$ cat src/rtl/branch_history_predictor.sv
// Dynamic branch predictor: saturating-counter table indexed by PC, registered one-cycle prediction.
// Define BHP_GSHARE_EN to XOR a global history register into the table index (gshare).
module branch_history_predictor #(
  parameter int XLEN     = 32,
  parameter int IDX_W    = 8,
  parameter int CNT_W    = 2,
  parameter int CNT_INIT = 1,
  parameter int GHR_W    = 8
) (
  input  logic            clk,
  input  logic            rst,
  input  logic            rdy,
  input  logic            Fetcher_Ready,
  input  logic [XLEN-1:0] PC,
  input  logic [31:0]     Inst,
  output logic            Predict_Valid,
  output logic            Predict_Taken,
  output logic [XLEN-1:0] Predict_Jump,
  input  logic            Train_Ready,
  input  logic [XLEN-1:0] Train_PC,
  input  logic            Train_Result
);

  localparam int         ENTRIES   = 1 << IDX_W;
  localparam logic [6:0] OP_BRANCH = 7'b1100011;
  localparam logic [6:0] OP_JAL    = 7'b1101111;
  localparam logic [CNT_W-1:0] CNT_MAX = {CNT_W{1'b1}};

  typedef enum logic {IDLE, RESP} state_t;

  state_t           state, state_next;
  logic [CNT_W-1:0] cnt_table [ENTRIES];
  logic [IDX_W-1:0] pred_idx, train_idx;
  logic [CNT_W-1:0] train_cnt, train_cnt_next;
  logic [XLEN-1:0]  b_imm, j_imm;
  logic             next_taken;
  logic [XLEN-1:0]  next_jump;

  wire unused_train_pc = &{1'b0, Train_PC[XLEN-1:IDX_W+2], Train_PC[1:0]};

`ifdef BHP_GSHARE_EN
  logic [GHR_W-1:0] ghr;

  // Both indices use the history as it stood before this edge's shift.
  assign pred_idx  = PC[IDX_W+1:2] ^ IDX_W'(ghr);
  assign train_idx = Train_PC[IDX_W+1:2] ^ IDX_W'(ghr);

  always_ff @(posedge clk or posedge rst) begin
    if (rst)
      ghr <= '0;
    else if (rdy && Train_Ready)
      ghr <= (ghr << 1) | GHR_W'(Train_Result);
  end
`else
  localparam int unused_ghr_w = GHR_W;

  assign pred_idx  = PC[IDX_W+1:2];
  assign train_idx = Train_PC[IDX_W+1:2];
`endif

  assign b_imm = {{(XLEN-12){Inst[31]}}, Inst[7], Inst[30:25], Inst[11:8], 1'b0};
  assign j_imm = {{(XLEN-20){Inst[31]}}, Inst[19:12], Inst[20], Inst[30:21], 1'b0};

  always_comb begin
    next_taken = 1'b0;
    next_jump  = PC + XLEN'(4);
    case (Inst[6:0])
      OP_BRANCH: begin
        next_taken = cnt_table[pred_idx][CNT_W-1];
        if (next_taken) next_jump = PC + b_imm;
      end
      OP_JAL: begin
        next_taken = 1'b1;
        next_jump  = PC + j_imm;
      end
      default: ;
    endcase
  end

  assign train_cnt = cnt_table[train_idx];

  always_comb begin
    train_cnt_next = train_cnt;
    if (Train_Result && train_cnt != CNT_MAX)
      train_cnt_next = train_cnt + 1'b1;
    else if (!Train_Result && train_cnt != '0)
      train_cnt_next = train_cnt - 1'b1;
  end

  always_ff @(posedge clk or posedge rst) begin
    if (rst) begin
      for (int i = 0; i < ENTRIES; i++)
        cnt_table[i] <= CNT_W'(CNT_INIT);
    end else if (rdy && Train_Ready) begin
      cnt_table[train_idx] <= train_cnt_next;
    end
  end

  always_ff @(posedge clk or posedge rst) begin
    if (rst)
      state <= IDLE;
    else if (rdy)
      state <= state_next;
  end

  always_comb begin
    state_next = state;
    case (state)
      IDLE:    if (Fetcher_Ready) state_next = RESP;
      RESP:    state_next = Fetcher_Ready ? RESP : IDLE;
      default: state_next = IDLE;
    endcase
  end

  assign Predict_Valid = (state == RESP);

  always_ff @(posedge clk or posedge rst) begin
    if (rst) begin
      Predict_Taken <= 1'b0;
      Predict_Jump  <= '0;
    end else if (rdy && Fetcher_Ready) begin
      Predict_Taken <= next_taken;
      Predict_Jump  <= next_jump;
    end
  end

endmodule

$ cat config.mk
export PLATFORM = sky130hd
export DESIGN_NAME = branch_history_predictor
export DESIGN_NICKNAME = d
export VERILOG_FILES = /design/src/rtl/branch_history_predictor.sv
export SDC_FILE = /design/constraint.sdc
export NUM_CORES = 2
export LEC_CHECK = 0
export CAP_MARGIN = 20
export CELL_PAD_IN_SITES_DETAIL_PLACEMENT = 2
export CELL_PAD_IN_SITES_GLOBAL_PLACEMENT = 2
export CORE_MARGIN = 5
export CORE_UTILIZATION = 36
export DETAILED_ROUTE_END_ITERATION = 7
export PLACE_DENSITY = 0.86
export SETUP_SLACK_MARGIN = 0.02
export SYNTH_ARGS = -nofsm -noshare
export SYNTH_HDL_FRONTEND = slang
export SYNTH_SLANG_ARGS = --single-unit
export TNS_END_PERCENT = 10
$ cat constraint.sdc
create_clock -name clk -period 16.1 [get_ports clk]
set_clock_uncertainty 0.15 [all_clocks]
set_input_delay 2.415 -clock clk [delete_from_list [all_inputs] [get_ports clk]]
set_output_delay 2.415 -clock clk [all_outputs]
set_load 0.02 [all_outputs]
# Word-level counts from Yosys, hierarchy flattened

Index checks and enable logic that the tools add are counted.

Input bits: 102
Register bits after elaboration: 546
Word-level logic and storage cells: 294
Output and inout port bits: 34

Bitwise operators: 2
Reduce and logical (&&, ||, !) cells: 7
Eq/ne operators: 3
Multiplexer cells: 15
Add/subtract/negate cells: 5
Order comparisons: 3

Operators with widths:

| operator                                                                     | number |
|---|---|
| 512-bit bitwise mux                                                          | 1 |
| 32-bit adder                                                                 | 2 |
| 32-bit one-hot mux with 2 select lines                                       | 1 |
| 32-bit by 3-bit adder with 32-bit output, second input constant              | 1 |
| 2-bit binary-select mux with 8-bit select                                    | 2 |
| 32-bit two-way mux                                                           | 1 |
| 9-bit >= comparator, second input constant                                   | 2 |
| 8-bit inverter with 9-bit output                                             | 2 |
| 2-bit demux with 8-bit select                                                | 1 |
| 7-bit == test, second input constant                                         | 2 |
| 2-bit two-way mux                                                            | 7 |
| 9-bit by 1-bit less-than comparator with 1-bit output, second input constant | 1 |
| 1-bit logical AND                                                            | 5 |
| 2-bit by 1-bit adder with 2-bit output, second input constant                | 1 |
| 2-bit inequality test, second input constant                                 | 1 |
| 1-bit one-hot mux with 2 select lines                                        | 1 |
| 2-bit nonzero test                                                           | 1 |
| 2-bit by 1-bit subtractor with 2-bit output, second input constant           | 1 |
| 1-bit logical NOT                                                            | 1 |
| 1-bit two-way mux                                                            | 1 |

# Logic depth before layout (Yosys ltp)

Word-level depth: 9
Gate-level depth with buffers: 20
Depth with buffers taken out: 13

# Least setup slack after synthesis

OpenSTA, ideal clock, no wires.

Path kind: input-to-reg
Start point: in Train_PC[3]
End point: reg cnt_table[420] (netlist name)
Path slack: 9.588 ns
Setup time: 0.090 ns
Data required time: 15.860 ns
Path buffers: 7
Stages: 19
Data arrival time: 6.272 ns
Cells stage by stage: buf_2 -> buf_4 -> buf_6 -> clkbuf_1 -> clkbuf_1 -> mux4_2 -> mux2_2 -> a31oi_1 -> nand4_1 -> or4_1 -> nor2_1 -> inv_1 -> ha_1 -> nand2_1 -> and2_1 -> xor2_1 -> clkbuf_1 -> clkbuf_1 -> o21ai_0

Word-level cells in the longest chain between the ends: 9
Elaborated cells between the ends (all ways): 18

RTL lines:

| item                                                                                | RTL line | source |
|---|---|---|
| start: declaration                                                                  | 20       | `input logic [XLEN-1:0] Train_PC,` |
| 8-bit inverter with 9-bit output (not written as such) (*)                          | 80, 95   |  |
| branches (longest 7 deep; another with 2-bit by 1-bit subtractor with 2-bit output) | n/a      |  |
| 512-bit bitwise mux (*)                                                             | 95       | `cnt_table[train_idx] <= train_cnt_next;` |
| end signal: indexed assignment                                                      | 93       | `cnt_table[i] <= CNT_W'(CNT_INIT);` |
| end signal: indexed assignment                                                      | 95       |  |
| end: declaration                                                                    | 32       | `logic [CNT_W-1:0] cnt_table [ENTRIES];` |

Mark *: on every way between the ends. The select of a mux whose other input is x is not followed.
A chain may end at the register's enable or synchronous reset.

# Worst setup path after layout

Start point: in Train_PC[3]
End point: reg cnt_table[168] (netlist name)

Same word-level chain as after synthesis.

==> impl_metrics.yaml <==
synth:
  synthMuxAreaShare: 0.175
  syn_avg_cell_area_um2: 10.1
  synth-simple-area-share: 0.144
  synth_seq_area_share: 0.455
  ys_async_sr_fraction: 1.00
  synthXorXnorAreaFrac: 0.0205
  synth_edf_count: 0
  ys_ff_latch: 546
  synth_top_family_by_area: "multiplexers"
  syn_area_mm2: 0.0307
  synth_cells: 3050
  ys_warn_count: 0
  yosys.area_share.adder: 0.0200
  synth_cell_type_count: 71
  ys.flop_type: "dfrtp_1"
  synth-compound-area-share: 0.148
  syn_nets: 3200
critical_path:
  worstSetupEndpointType: "register"
  path_class: "in2reg"
  setup.worst_path.start: "Train_PC[3]"
  crit_fanout: 96
  cp-start-kind: "input port"
  crit_arrival_ns: 9.56
  reg2reg_slack_ns: 9.75
  critPathRequiredTime_ns: 16.43
  r2r_start: "cnt_table[329]$_DFFE_PP0P_"
routing:
  routed_wirelength_um: 121000
  dr_total_vias: 25900
  drt_iter0_drc: 1816
  first_pass_iters: 5
  post_drt_via_cell_ratio: 6.04
  ant_nets: 0
  drcViolationCount: 0
  wl_per_cell_um: 28.3
cells_and_area:
  areaGrowthSynthToFinish_pct: 13.9
  seq_area_mm2: 0.0140
  fin_nets: 3238
  drive_above_1_share: 0.223
  diodes: 0
  nFillCells: 8955
  multi_input_area_mm2: 0.0157
hold_path:
  hold_class: "reg2reg"
  hold_start: "cnt_table[200]$_DFFE_PP1P_"
sta:
  slew_headroom: 0.176
  drv_slew: 0
  final-setup-viol-count: 0
  tightest_slew_ns: 1.23
  rsz0062_at_grt: "false"
  setup_tns_ns: 0
  fmax_mhz: 108
  fin_crit_ns: 9.22
  period_share: 0.573
  hold_viol_final: 0
clock_tree:
  clk_pin_slew_ns: 0.07
  clock_sink_count: 546
  postCtsHoldBufs: 0
  h-tree-depth: 3
  cts_max_path_buffers: 3
  postCtsResizedCells: 0
  numCtsBuffers: 66
  post-cts-setup-buffers: 0
  clockRootBuffer: "clkbuf_16"
  clk_latency_ns: 0.63
  cts_tree: "yes"
die:
  fp.dieH_um: 302
  core_mm2: 0.0849
  pin_count: 136
  dieArea_mm2: 0.0912
  die_x_um: 302
  std_cell_rows: 107
  start_util: 0.362
global_route:
  grt_first_pass_wirelength_um: 185000
  grt_max_degree: 172
  grt-ovfl-total: 0
  gr-usage-all-layers: 0.263
  antenna_found_initial: 1
  grt_pass1_vias: 29500
run:
  cap_violations: 0
place:
  port_buffers: 111
  gp_congestion: 0.815
  hpwl_um: 77700
power_and_ir_drop:
  power_mw: 3.45
  vdd.ir_drop.worst_v: 0.0000928
  powerDensity_mw_per_mm2: 98.6
  power.leakage_nw: 13.1
status:
  run_status: "finished, final reports clean"
## flip-flops by register name, indices dropped and copies added, names as in the netlist
register and cells:
Predict_Jump 32, cnt_table 512, Predict_Taken 1, Predict_Valid 1
## worst max-delay path, stage by stage
cell	delay (ns)
buf_6	0.68
buf_4	0.85
mux4_2	0.44
mux4_2	0.55
a22oi_1	0.24
nand3_1	0.22
a311oi_2	0.64
inv_1	0.12
ha_1	0.26
nand2_1	0.11
and2_1	0.23
xor2_4	0.76
buf_4	0.55
buf_4	0.89
o21ai_0	0.38
## final timing paths
check                                               end  cells past startpoint
max in group asynchronous     cnt_table[59]$_DFFE_PP0P_                      4
setup / recovery             cnt_table[168]$_DFFE_PP1P_                     15
min in group asynchronous  Predict_Jump[31]$_DFFE_PP0P_                      2
hold reg to reg              cnt_table[200]$_DFFE_PP1P_                      2
hold / removal               cnt_table[200]$_DFFE_PP1P_                      2
setup reg to reg             cnt_table[168]$_DFFE_PP1P_                     15
## cells in the mapped netlist, types with 37 or more instances
cell,instances,area [um^2]
o21ai_0,326,1630
mux4_2,215,4840
mux2i_1,37,370
a21oi_1,76,380
o21ai_1,230,1150
xor2_1,41,359
clkbuf_1,123,462
nor2_1,90,338
dfrtp_1,290,7260
ha_1,46,576
nand2_1,851,3190
dfstp_2,256,6730
## area by class of cell
cell class	instances	share of cell area
clock buffer	99	0.0543
clock inverter	20	0.00673
inverter	20	0.00225
multi-input combinational	2286	0.450
sequential	546	0.400
tap	1144	0.0409
timing repair buffer	168	0.0455
## stage by stage
stage	hold WS (ns)	cells	setup WS, ns	instance area [um^2]	util
floorplan	0.305	3050	6.32	30700	-
global placement	0.312	4164	6.82	32800	0.387
detailed placement	0.323	4164	6.56	32800	0.387
CTS	0.332	4283	6.99	35000	0.412
global route	0.349	4283	6.77	35000	0.412
finish	0.326	4283	6.88	35000	0.412
## cells by family (layout without fill, tap and decap cells)
group                    count (synthesis)  in the layout
flip-flops                             546            546
adder cells (fa/ha/maj)                 48             48
AO/OA/AOI/OAI                          806            806
AND/OR/NAND/NOR                       1094           1094
XOR/XNOR                                72             72
buffers and inverters                  218            307
multiplexers                           266            266
## power by group
group	total (mW)	internal [mW]	switching, mW
Sequential	1.47	1.43	0.0328
Combinational	0.464	0.164	0.300
Clock	1.52	0.871	0.645
Total	3.45	2.47	0.978
## cell usage in the layout (no fill, tap or decap), drive strengths merged, types with 37 or more instances in the layout
cell / Yosys / routed
ha: 46 / 46
o21ai: 566 / 566
mux2i: 37 / 37
dfstp: 256 / 256
mux4: 215 / 215
nor2: 90 / 90
dfrtp: 290 / 290
nand2: 851 / 851
clkbuf: 123 / 99
buf: 75 / 64
xor2: 41 / 41
a21oi: 76 / 76
clkdlybuf4s50: 0 / 104
## layer usage
layer / track usage / part of all wire / vias to the layer above / routed length [um]
met5: 0 / 0 / - / 0
met4: 0.119 / 0.051 / 0 / 6150
met3: 0.0406 / 0.054 / 331 / 6490
met2: 0.465 / 0.50 / 827 / 61000
met1: 0.319 / 0.39 / 13600 / 47500
li1: - / - / 11100 / -
Power figures use the tool's default switching activity.
